<file path="src/rtl/chess_timer_pkg.sv">
// Shared encodings for the chess timer: FSM states and player indices.
package chess_timer_pkg;

  typedef enum logic [2:0] {
    IDLE   = 3'd0,
    P1_RUN = 3'd1,
    P2_RUN = 3'd2,
    PAUSED = 3'd3,
    FLAG   = 3'd4
  } state_t;

  localparam int unsigned P1 = 0;
  localparam int unsigned P2 = 1;

  // Bit positions inside the edge-detector vector {start, pause, btn[1:0]}
  localparam int unsigned EV_BTN1  = 1;
  localparam int unsigned EV_PAUSE = 2;
  localparam int unsigned EV_START = 3;
  localparam int unsigned EV_W     = 4;

endpackage

</file>
<file path="src/rtl/rise_detect.sv">
// N-bit rising-edge detector: one-cycle pulse when a level input first samples high.
module rise_detect #(
  parameter int unsigned N = 1
) (
  input  logic         i_clk,
  input  logic         i_reset_n,
  input  logic [N-1:0] i_level,
  output logic [N-1:0] o_rise
);

  logic [N-1:0] level_q;

  always_ff @(posedge i_clk) begin
    if (!i_reset_n) level_q <= '0;
    else            level_q <= i_level;
  end

  assign o_rise = i_level & ~level_q;

endmodule

</file>
<file path="src/rtl/chess_turn_scheduler.sv">
// Two-player countdown sequencer: run/handoff/pause/flag-fall over both time registers.
// Optional Fischer increment on handoff is enabled by defining FISCHER_INC_EN.
module chess_turn_scheduler
  import chess_timer_pkg::*;
#(
  parameter int unsigned WIDTH     = 10,
  parameter int unsigned INIT_TIME = 10,
  parameter int unsigned INC_TIME  = 2
) (
  input  logic             i_clk,
  input  logic             i_reset_n,
  input  logic             i_tick,
  input  logic             i_start,
  input  logic             i_pause,
  input  logic [1:0]       i_btn,
  output logic [WIDTH-1:0] o_time1,
  output logic [WIDTH-1:0] o_time2,
  output logic [2:0]       o_state,
  output logic [1:0]       o_flag,
  output logic [7:0]       o_moves
);

`ifdef FISCHER_INC_EN
  localparam logic INC_ON = 1'b1;
`else
  localparam logic INC_ON = 1'b0;
`endif
  localparam logic [WIDTH:0]   INC_ADD = INC_ON ? (WIDTH+1)'(INC_TIME) : '0;
  localparam logic [WIDTH-1:0] INIT_V  = WIDTH'(INIT_TIME);

  state_t state;
  logic   paused_runner;

  logic [EV_W-1:0] rise;
  logic            start_rise;
  logic            pause_rise;
  logic            runner;
  logic            runner_btn_rise;
  logic [WIDTH-1:0] run_time;
  logic [WIDTH-1:0] dec_time;
  logic [WIDTH:0]   inc_sum;
  logic [WIDTH-1:0] mover_time;
  logic             flag_fall;

  rise_detect #(.N(EV_W)) u_rise (
    .i_clk     (i_clk),
    .i_reset_n (i_reset_n),
    .i_level   ({i_start, i_pause, i_btn}),
    .o_rise    (rise)
  );

  assign start_rise = rise[EV_START];
  assign pause_rise = rise[EV_PAUSE];

  // Runner-relative view so P1_RUN and P2_RUN share one datapath
  always_comb begin
    runner          = (state == P2_RUN);
    run_time        = runner ? o_time2 : o_time1;
    runner_btn_rise = runner ? rise[EV_BTN1] : rise[P1];
    dec_time        = i_tick ? (run_time - WIDTH'(1)) : run_time;
    flag_fall       = i_tick && (run_time == WIDTH'(1));
    inc_sum         = {1'b0, dec_time} + INC_ADD;
    mover_time      = inc_sum[WIDTH] ? '1 : inc_sum[WIDTH-1:0];
  end

  assign o_state = state;

  always_ff @(posedge i_clk) begin
    if (!i_reset_n) begin
      state         <= IDLE;
      paused_runner <= 1'b0;
      o_time1       <= INIT_V;
      o_time2       <= INIT_V;
      o_flag        <= '0;
      o_moves       <= '0;
    end else begin
      case (state)
        IDLE: begin
          if (start_rise) state <= P1_RUN;
        end
        P1_RUN, P2_RUN: begin
          // Priority: flag-fall, pause, handoff, plain decrement
          if (flag_fall) begin
            if (runner) o_time2 <= '0;
            else        o_time1 <= '0;
            o_flag[runner] <= 1'b1;
            state          <= FLAG;
          end else if (pause_rise) begin
            paused_runner <= runner;
            state         <= PAUSED;
          end else if (runner_btn_rise) begin
            if (runner) o_time2 <= mover_time;
            else        o_time1 <= mover_time;
            o_moves <= o_moves + 8'd1;
            state   <= runner ? P1_RUN : P2_RUN;
          end else if (i_tick) begin
            if (runner) o_time2 <= dec_time;
            else        o_time1 <= dec_time;
          end
        end
        PAUSED: begin
          if (pause_rise) state <= paused_runner ? P2_RUN : P1_RUN;
        end
        FLAG: begin
          if (start_rise) begin
            o_time1 <= INIT_V;
            o_time2 <= INIT_V;
            o_flag  <= '0;
            o_moves <= '0;
            state   <= IDLE;
          end
        end
        default: state <= IDLE;
      endcase
    end
  end

endmodule

</file>
<file path="config.mk">
export PLATFORM = sky130hd
export DESIGN_NAME = chess_turn_scheduler
export DESIGN_NICKNAME = d
export VERILOG_FILES = /design/src/rtl/chess_timer_pkg.sv /design/src/rtl/rise_detect.sv /design/src/rtl/chess_turn_scheduler.sv
export SDC_FILE = /design/constraint.sdc
export NUM_CORES = 1
export LEC_CHECK = 0
export BUFFER_PORTS_ARGS = -buffer_cell sky130_fd_sc_hd__buf_4
export CORE_MARGIN = 4
export CORE_UTILIZATION = 55
export DETAILED_ROUTE_END_ITERATION = 7
export PLACE_DENSITY = 0.79
export SYNTH_ARGS = -nofsm -noshare
export SYNTH_HDL_FRONTEND = slang
export SYNTH_HIERARCHICAL = 1
export SYNTH_SLANG_ARGS = --single-unit
export TNS_END_PERCENT = 5
</file>
<file path="constraint.sdc">
create_clock -name i_clk -period 2.75 [get_ports i_clk]
set_input_delay 0 -clock i_clk [delete_from_list [all_inputs] [get_ports i_clk]]
set_output_delay 0 -clock i_clk [all_outputs]
set_load 0.02 [all_outputs]
</file>
Word level (Yosys, flattened, before mapping) --
Index checks and enable logic that the tools add are counted. Widths: inputs -> output; s select.
Word-level totals: bits in registers 38, output and inout port bits 33, word-level logic and storage cells 80
Cells by class: $add $sub $neg 2, order comparisons 2, equality and inequality tests 17, multiplexer cells 37, bitwise operators 4, reduce and logical (&&, ||, !) cells 11
Operators by type and width (number):
- $mux 10 | 15
- $pmux 10 s2 | 2
- $mux 8 | 4
- $mux 3 | 6
- $pmux 8 s2 | 1
- $reduce_and 5->1 | 3
- $ne 2x2->1 const B | 7
- $pmux 3 s4 | 1
- $eq 10x1->1 const B | 1
- $sub 10x1->10 const B | 1
- $ne 3x3->1 const B | 3
- $add 8x1->8 const B | 1
- $mux 2 | 4
- $ne 4x4->1 const B | 2
- $eq 3x2->1 const B | 2
- $reduce_and 3->1 | 2
- $and 4x4->4 | 1
- $not 4->4 | 1
- $pmux 2 s2 | 1
- $reduce_and 4->1 | 1
- $eq 3x1->1 const B | 1
- $eq 3x3->1 const B | 1
- $logic_not 3->1 | 1
- $logic_and 1x1->1 | 2
- 8 further kinds | 9

Longest topological paths before layout --
Gate-level depths: netlist (run 1).
word-level depth 10, gate-level depth with buffers 8, depth with buffers taken out 6

Cells and area by module --
Netlist (run 1), hierarchy kept.
By module, submodules not included:
- chess_turn_scheduler | times used 1, cells each 258, area an instance 2158.3 sq um, seq. area each 680.7 sq um
- rise_detect | times used 1, cells each 12, area an instance 130.1 sq um, seq. area each 80.1 sq um

Least setup slack after synthesis (run 1) --
Ideal clock, no wire load.
path kind reg-to-reg, start register state[1], in the netlist o_state[1], end register o_time2[1], setup time 0.121 ns, data arrival time 2.537 ns, path slack 0.091 ns, stages on the path, launching flop included 8, buffers on the path 1, clock period less this slack 2.659 ns, cells stage by stage dfxtp_1 or3b_1 or4_4 a211oi_4 o211ai_1 o2111ai_1 buf_4 mux2_4
Between the ends: word-level cells in the longest chain between the ends 10
RTL lines:
- start: declaration | line chess_turn_scheduler.sv:31 | state_t state;
- start signal: assignment | line chess_turn_scheduler.sv:95 | state <= runner ? P1_RUN : P2_RUN;
- start signal: assignment | line chess_turn_scheduler.sv:102 | if (pause_rise) state <= paused_runner ? P2_RUN : P1_RUN;
- $eq 3x2->1 | line chess_turn_scheduler.sv:57, chess_turn_scheduler.sv:77
- $mux 10 | line chess_turn_scheduler.sv:58 | run_time = runner ? o_time2 : o_time1;
- $sub 10x1->10 | line chess_turn_scheduler.sv:60 | dec_time = i_tick ? (run_time - WIDTH'(1)) : run_time;
- $mux 10 | line chess_turn_scheduler.sv:60
- $mux 10 | line chess_turn_scheduler.sv:92, chess_turn_scheduler.sv:97
- $mux 10 | line chess_turn_scheduler.sv:96 | end else if (i_tick) begin
- $mux 10 | line chess_turn_scheduler.sv:91 | end else if (runner_btn_rise) begin
- $mux 10 | line chess_turn_scheduler.sv:88 | end else if (pause_rise) begin
- $mux 10 | line chess_turn_scheduler.sv:83 | if (flag_fall) begin
- $pmux 10 s2 | line chess_turn_scheduler.sv:77 | case (state)
- end signal: assignment | line chess_turn_scheduler.sv:92 | if (runner) o_time2 <= mover_time;
- end signal: assignment | line chess_turn_scheduler.sv:97 | if (runner) o_time2 <= dec_time;
- end: declaration | line chess_turn_scheduler.sv:17 | output logic [WIDTH-1:0] o_time2,
Several ways; a longest one is shown, not always the timed one. The select of a mux whose other input is x is not followed. A chain may end at the register's enable or synchronous reset.

Worst setup path after layout (run 1) --
start register state[2], in the netlist o_state[2], end register o_moves[6]
Between the ends: word-level cells in the longest chain between the ends 6
RTL lines:
- $eq 3x2->1 | line chess_turn_scheduler.sv:57, chess_turn_scheduler.sv:77
- $mux 10 | line chess_turn_scheduler.sv:58
- $eq 10x1->1 | line chess_turn_scheduler.sv:61 | flag_fall = i_tick && (run_time == WIDTH'(1));
- $logic_and 1x1->1 | line chess_turn_scheduler.sv:61
- $ne 2x2->1 (no source line)
- $reduce_and 5->1 (no source line)
- end signal: assignment | line chess_turn_scheduler.sv:94 | o_moves <= o_moves + 8'd1;
- end: declaration | line chess_turn_scheduler.sv:20 | output logic [7:0] o_moves
Several ways; a longest one is shown, not always the timed one.

==> results list, run 1 <==
* RR Endpoint: o_moves[6]$_SDFFE_PN0P_
* Horiz. Die Dim: ~73 um
- Dividing total power by cell area gives a power density of between 400 and 500 mW/mm^2.
* Post-synth top area cell: dfxtp_1
- Walking the worst path, the cells encountered are or3b_1, or4_4, a211oi_4, buf_12, o41a_1, o21ai_0, a21oi_1.
* Number of unique standard cell types used by synthesis: 58
- Summing every instance area after synthesis gives 0.00229 mm^2.
- Portion of synthesized cell area occupied by the leading cell type: between 30% and 40%
* Initial detailed-routing violation count: 217
- Once the floorplan was initialized, standard cells occupied between 50% and 60% of the core.
- The synthesized design contains 38 register bits.
* Post-route cell area: 0.00285 mm^2
* Count of yosys warnings during synthesis: 6
- The max-slew violation count was 0.
- In this run the static leakage power is approximately 1.1 nW.
- Setup violations remaining at the end of the flow were counted as 0.
- Count of nets left with antenna violations after detail routing: 0
- STA classifies the critical path endpoint as a flop.
- Type of origin of the critical path: flop
- Detail-routed net length per standard cell: ~15 um
- Drt via density: a little under 6
- Drt drc: 0
- Of all flip-flops after synthesis, the portion carrying an async set or reset was 0%.
- The floorplan step defined a die boundary enclosing between 0.005 and 0.006 mm^2.
- RSZ-0062 raised after global routing: true
* Worst vdd ir: a little under 400 uV
* Area of the placeable core: roughly 0.004 mm^2
- Depth of the CTS H-tree: 2
- Post-layout net count: approximately 330
* Count of inserted antenna diode cells: 0
* Sum of negative setup slack: 0 ns
- Combined buffer and inverter count along the critical path: 1
* Final Wtd Congestion: 0.889
- Measured along the y axis, the die boundary spans 72.5 um.
- TritonCTS sink count: 38
- Synthesized Nets: about 280
* Area growth from synthesis to layout: 24.4%
* PortBufs: 39
- The final layout contains routed wiring with a total length of about 5700 um.
- Max FO, Critical Path: 13
- Maximum number of pins on one net before global-route repair: slightly above 40
- Hold violation total from the final report: 0
- Area of the multi-input gates: approximately 0.0014 mm^2
- Measured against its own limit, the worst slew margin works out to between 50% and 60%.
* Fillers: ~310
* DR pass1 iterations: 4
- Vias: between 2000 and 2500
- In this run the most critical hold path is launched from i_reset_n.
- Sequential cells were found to cover between 30% and 40% of the synthesized design area.
- TritonCTS clock tree: done
- The first global-routing pass estimated between 9000 and 10000 um of wire.
* Prevailing post-synth register cell: dfxtp_1
- Number of CTS-inserted buffers: 5
- The worst register-to-register path begins at o_state[2]$_SDFFE_PN0P_.
- Worst slew pin tran: 0.635 ns
- Largest stage delay, worst path: approximately 0.60 ns
* Clk Tree Root Cell: clkbuf_8
- Maximum count of clock buffers along a single path: 2
- Synthesis handed over a netlist of between 200 and 300 instances.
* Layout Cells excl Fill: between 300 and 400
* Type of the most critical hold path: primary input to flop
* Post-CTS setup buffers: 0
- Row generation in the floorplan step produced 23 rows.
* Cells taking the most area after synthesis: dfxtp_1 (33%), mux2i_1 (10%), nand2_1 (5.2%), or3_1 (3.6%), o21ai_0 (3.3%)
- Maximum capacitance violations: 0
- Fin crit share: a little over nine tenths
* Power Total: around 1.3 mW
- Proportion of layout cells with a drive suffix above 1: 24.8%
- Between clock sinks in the finished design, the worst skew comes to roughly 0.0073 ns.
- Each instance of the synthesized netlist takes up on average 8.48 um^2.
- Counting instances, the worst hold path has a depth of 2.
- Including well taps, the total number of placed cells is between 300 and 400.
- Cell class contributing the biggest share of worst-path delay: simple AND/OR/NAND/NOR gates
- Clock-pin slew was measured on the worst setup and hold paths at about 0.070 ns.
* Skew-Pair Late Insertion Delay: 0.29 ns
- The clock period could shrink to around 2.6 ns.
- 40 I/O pins were placed.
- The path with the worst hold slack has its endpoint at o_time1[3]$_SDFFE_PN1P_.
* Antenna violations before repair: 0
- Setup slack on the worst reg-to-reg path comes out at ~0.17 ns.
* Overall track demand over capacity in global routing: a little under a quarter
* Commonest cells after routing, fill and taps aside: buf_4 (57), dfxtp_1 (38), nand2_1 (32)
* Worst EP arrival: about 2.8 ns
- Summing all placed instances gives a cell area of 0.00273 mm^2.
- Critical path class: flop to flop
* Max Fclk: ~390 MHz
- Critical path required time: just under 3 ns
- Via count of the first global-routing pass: 2027
- Most common cell after layout, fill and taps aside: buf_4
* Util after Layout: around 71%
- Among all stages on the critical path, the largest delay is contributed by or4_4.
- The run finished with clean final reports.
- Total overflow reported by the global router: 0
* Total area of sequential cells: approximately 760 um^2
- Half-perimeter wire length after detailed placement: 4180 um
* Worst r2r path cells: 7
- The synthesized design contains 0 enable-type register cells.
-- sequential cells by signal, summed over array words and instances, names as in the netlist --
register,cells
o_moves,8
o_state,3
u_rise/level_q,4
o_flag,2
o_time1,10
o_time2,10
paused_runner,1
-- layer usage --
layer | part of all wire [%] | track usage [%] | wire (um) | vias up
met5 | 0 | 0 | 0 | -
li1 | - | - | - | 1084
met4 | 1.7 | 9.22 | 99 | 0
met1 | 50 | 35.5 | 2820 | 1007
met3 | 6.2 | 4.02 | 352 | 11
met2 | 42 | 32.4 | 2420 | 72
-- metrics by stage --
stage	hold WS, ns	setup slack (ns)
after CTS	0.0658	0.130
after global routing	0.116	-0.000237
after detailed placement	0.215	0.150
after floorplan	0.122	0.0914
final	0.0695	0.167
after global placement	0.212	0.136
-- area by class of cell --
| type | count | area share [%] |
|---|---|---|
| Timing Repair Buffer | 62 | 17.1 |
| Clock buffer | 7 | 2.68 |
| Tap cell | 50 | 2.20 |
| Sequential cell | 38 | 26.7 |
| Inverter | 4 | 0.527 |
| Multi-Input combinational cell | 212 | 50.7 |
-- how the worst max path moves through the flow --
stage               slack (ns)                       to               startpoint  depth (start not counted)
CTS                       0.13  o_time2[6]$_SDFFE_PN0P_  o_state[2]$_SDFFE_PN0P_                          6
finish                    0.17  o_moves[6]$_SDFFE_PN0P_  o_state[2]$_SDFFE_PN0P_                          7
global route           -0.0002  o_moves[6]$_SDFFE_PN0P_  o_time2[2]$_SDFFE_PN0P_                          7
floorplan                 0.09  o_time2[1]$_SDFFE_PN1P_  o_state[1]$_SDFFE_PN0P_                          7
global placement          0.14  o_time2[4]$_SDFFE_PN0P_  o_state[2]$_SDFFE_PN0P_                          6
detailed placement        0.15  o_time2[7]$_SDFFE_PN0P_  o_state[2]$_SDFFE_PN0P_                          6
-- power breakdown --
part | switching, mW | total [mW] | internal [mW]
clock network | 0.178 | 0.352 | 0.174
registers | 0.0143 | 0.585 | 0.570
logic | 0.196 | 0.354 | 0.158
total | 0.388 | 1.29 | 0.902
-- Yosys cell counts, types with 7 or more instances --
| library cell | count |
|---|---|
| nor2b_1 | 10 |
| o21ai_0 | 15 |
| and2_1 | 7 |
| nand2_1 | 32 |
| mux2i_1 | 23 |
| nand2b_1 | 8 |
| or3_1 | 13 |
| nor2_1 | 14 |
| dfxtp_1 | 38 |
| a21oi_1 | 12 |
| clkbuf_1 | 12 |
-- kinds of logic (layout without fill, tap and decap cells) --
kind of cell | count (synthesis) | in the layout | synth area share, %
AO/OA/AOI/OAI | 56 | 56 | 17.4
adder cells (fa/ha/maj) | 1 | 1 | 0.547
multiplexers | 27 | 27 | 12.4
flip-flops | 38 | 38 | 33.2
XOR/XNOR | 8 | 8 | 3.06
buffers and inverters | 20 | 73 | 3.88
AND/OR/NAND/NOR | 120 | 120 | 29.5
-- repair_timing --
item / CTS / global route
gates resized for setup: 0 / 2
endpoints found under the setup margin: 0 / 10
endpoints found under the hold margin: 4 / 0
hold buffers: 4 / 0
No activity file was read; power rests on OpenSTA's default activity.
==> run 2: changes to the inputs <==
--- a/config.mk
+++ b/config.mk
@@ -12,6 +12,5 @@
 export PLACE_DENSITY = 0.79
 export SYNTH_ARGS = -nofsm -noshare
 export SYNTH_HDL_FRONTEND = slang
-export SYNTH_HIERARCHICAL = 1
 export SYNTH_SLANG_ARGS = --single-unit
 export TNS_END_PERCENT = 5
==> run 2 against run 1 <==
Net effect: worst setup slack improved by 0.069 ns; clock skew increased by 0.0067 ns; sequential power increased by 4.4%; sequential share of layout area increased by 2.2 points; worst hold slack improved by 0.042 ns; clock power increased by 32%; critical path depth unchanged; cell area decreased by 7.6%; core utilization decreased by 0.38 points; maximum frequency increased by 2.7%; area after synthesis decreased by 5.6%; via count decreased by 11%; critical path type unchanged; largest power group unchanged; highest routed layer unchanged.
==> results list, run 2 <==
- The pin count of the biggest net entering global routing is 35 (-15%).
- The maximum clock insertion buffer count was 2 (unchanged).
- Worst vdd ir: 301 uV (-24%)
- Mean instance size in the synthesized netlist: 8.54 um^2 (+0.71%)
* Proportion of layout cells with a drive suffix above 1: 21.4% (-3.3 points)
- The number of flip-flops and latches in the synthesized netlist was 38 (unchanged).
- Most common cell after layout, fill and taps aside: buf_4
* Count of nets left with antenna violations after detail routing: 0 (unchanged)
- The summed negative setup slack over all endpoints was 0 ns (unchanged).
- Lkg Pwr: 1.06 nW (-6.6%)
* Synth Instances: 253 (-6.3%)
* Kind of capture point of the worst setup path: flop
- The wire length per cell was 14.7 um (-3.7%).
* Maximum capacitance violations: 0 (unchanged)
- The total power per unit cell area was 593 mW/mm^2 (+31%).
- Post-layout net count: 301 (-9.1%)
* Worst slew pin tran: 0.668 ns (+0.0329 ns)
* Largest family of logic cells by synthesized area: simple AND/OR/NAND/NOR gates
- Via count of the first global-routing pass: 1843 (-9.1%)
- Count of final setup violators: 0 (unchanged)
- Fin crit share: 91.4% (-2.5 points)
* Synthesized Nets: 261 (-6.1%)
- The post-synthesis async set-or-reset flop share was 0% (unchanged).
- Count of inserted antenna diode cells: 0 (unchanged)
- Prevailing post-synth register cell: dfxtp_1
- Most frequent cell after synthesis: dfxtp_1
* Worst Clk Skew: 0.0140 ns (+0.00671 ns)
* Post-synthesis mux area share: 12.5% (+0.16 points)
- Critical path class: flop to flop
- The worst hold path belongs to the class primary input to flop.
- Relative to the synthesized area, the layout overhead comes to 21.8%.
* Max FO, Critical Path: 10 (-3)
* FP Rows: 22 (-4.3%)
* Initial detailed-routing violation count: 222 (+2.3%)
- The total wirelength of the detailed-routed design was 5020 um (-12%).
* Count of yosys warnings during synthesis: 0 (-6)
- TritonCTS built the clock tree.
- The H-tree depth is 2 (unchanged).
- The cell area after synthesis is 0.00216 mm^2 (-5.6%).
- Slew Limit Headroom: 55.1% (-1.5 points)
- Post-DP Area: 0.00248 mm^2 (-8.8%)
- The fraction of synthesized cell area in xor and xnor cells is 6.08% (+3.0 points).
* Post-route setup slack: 0.236 ns (+0.0690 ns)
- The via count came to 1941 (-11%).
- The number of buffer cells added on primary ports was 39 (unchanged).
* RSZ-0062 raised after global routing: false
- The die outline width is 70.7 um (-2.5%).
- Area enclosed by the die boundary: 0.00499 mm^2 (-5.0%)
- Drt drc: 0 (unchanged)
- Area fraction in compound gates after synthesis: 11.6% (-5.8 points)
- The setup slack at placement was 0.255 ns (+0.106 ns).
* Final critical-path required period: 2.51 ns (-0.0690 ns)
- Cells taking the most area after synthesis: dfxtp_1 (35%), mux2i_1 (13%), nand2_1 (5.4%), xnor2_1 (4.1%), nand3_1 (2.8%)
- The number of clock buffers inserted by TritonCTS was 5 (unchanged).
* Antenna violations before repair: 0 (unchanged)
* # IOs: 40 (unchanged)
* Number of enable-type register cells in the synthesized netlist: 0 (unchanged)
- Commonest cells after routing, fill and taps aside: buf_4 (46), dfxtp_1 (38), nand2_1 (31)
- The insertion delay to the later sink of the worst-skew pair is 0.30 ns (about the same).
- DR pass1 iterations: 4 (unchanged)
* Max Fclk: 398 MHz (+2.7%)
- Total overflow reported by the global router: 0 (unchanged)
- The global-route wire length before repair is 8610 um (-12%).
- Post-synth top area cell: dfxtp_1
* Clock transition at the registers of the reported paths: 0.08 ns (about the same)
- Die Ht: 70.7 um (-2.5%)
- The starting density of the core is 58.1% (+0.90 points).
- The top cell type's share of synthesized area came to 35.2% (+2.0 points).
* R2R setup slack: 0.24 ns (+0.07 ns)
- The placed wire-length estimate after detailed placement was 3610 um (-14%).
- The final instance area is 0.00263 mm^2 (-7.6%).
- The number of unique standard cell types used by synthesis was 47 (-19%).
- Clk Tree Root Cell: clkbuf_8
- The aggregate global-route resource usage came to 21.2% (-2.2 points).
* Area fraction in and, or, nand and nor cells after synthesis: 29.5% (+0.078 points)
- Fraction of the mapped netlist area in adder cells: 0.579% (+0.033 points)
- Hold violation total from the final report: 0 (unchanged)
- Type of origin of the critical path: flop
- The via density per instance is 5.68 (-2.6%).
- The flow ran to the end, and the final reports show no timing, DRC or antenna violations.
- Critical path required time: 2.97 ns (about the same)
- Leading registers by flop count: o_time1 (10), o_time2 (10), o_moves (8)
- TritonCTS sink count: 38 (unchanged)
- The post-cts gate resize count is 0 (unchanged).
- Worst EP arrival: 2.74 ns (-0.06 ns)
- The core area is 0.00372 mm^2 (-7.1%).
- The fraction of the yosys area taken by sequential cells came to 35.2% (+2.0 points).
- The max-slew violation count came to 0 (unchanged).
- Sorting the synthesized cells by how often they occur yields dfxtp_1 (38), nand2_1 (31), mux2i_1 (27).
- Final Wtd Congestion: 0.837 (-5.8%)
run 2: timing repair:
item                                   CTS  global route
endpoints found under the hold margin    4             0
hold buffers                             4             0
buffers inserted                         0             0
run 2: final cells by class:
class / instances / area (um^2)
multi-input cells: 194 / 1300
fillers: 309 / 1080
flip-flops and latches: 38 / 761
repair buffers: 50 / 385
clock buffers: 7 / 76.3
well taps: 48 / 60.1
clock inverters: 1 / 30.0
inverters: 4 / 15.0
run 2: power breakdown:
part	total (mW)	switching, mW	internal, mW	leakage [nW]
registers	0.611	0.0319	0.579	0.308
clock network	0.466	0.195	0.271	0.0524
logic	0.483	0.279	0.204	0.696
total	1.56	0.505	1.06	1.06
run 2: critical path: stages (launching register included):
cell and delay (ns):
dfxtp_1 0.35, or4_4 0.57, or4_4 0.57, nand3_4 0.16, o211ai_4 0.09, a311oi_2 0.24, buf_4 0.25, mux2i_1 0.21
run 2: worst paths after layout:
check | start | end | depth (start not counted)
worst max-delay path | o_time2[4]$_SDFFE_PN0P_ | o_time2[5]$_SDFFE_PN0P_ | 7
worst min-delay path | i_tick | o_time2[0]$_SDFFE_PN0P_ | 4
worst max register to register | o_time2[4]$_SDFFE_PN0P_ | o_time2[5]$_SDFFE_PN0P_ | 7
worst min register to register | o_flag[1]$_SDFFE_PN0P_ | o_flag[1]$_SDFFE_PN0P_ | 2
run 2: logic make-up (layout without fill, tap and decap cells):
group / Yosys count / after routing
XOR/XNOR: 15 / 15
AND/OR/NAND/NOR: 115 / 115
flip-flops: 38 / 38
multiplexers: 27 / 27
AO/OA/AOI/OAI: 36 / 36
adder cells (fa/ha/maj): 1 / 1
buffers and inverters: 21 / 62
run 2: metrics by stage:
step	util [%]	total power [mW]	hold slack [ns]	cells
6_report	70.8	1.56	0.111	342
5_1_grt	70.8	1.65	0.144	342
4_1_cts	70.8	1.58	0.108	342
3_5_place_dp	66.9	1.10	0.216	330
3_3_place_gp	66.9	1.09	0.212	330
2_1_floorplan	-	0.976	0.122	253
run 2: routing by layer:
metal	share of wire, %	vias up	GRT usage, %
met5	0	-	0
met4	2.0	0	7.52
met3	5.8	14	4.40
met2	50	60	36.5
met1	43	890	26.2
li1	-	977	-
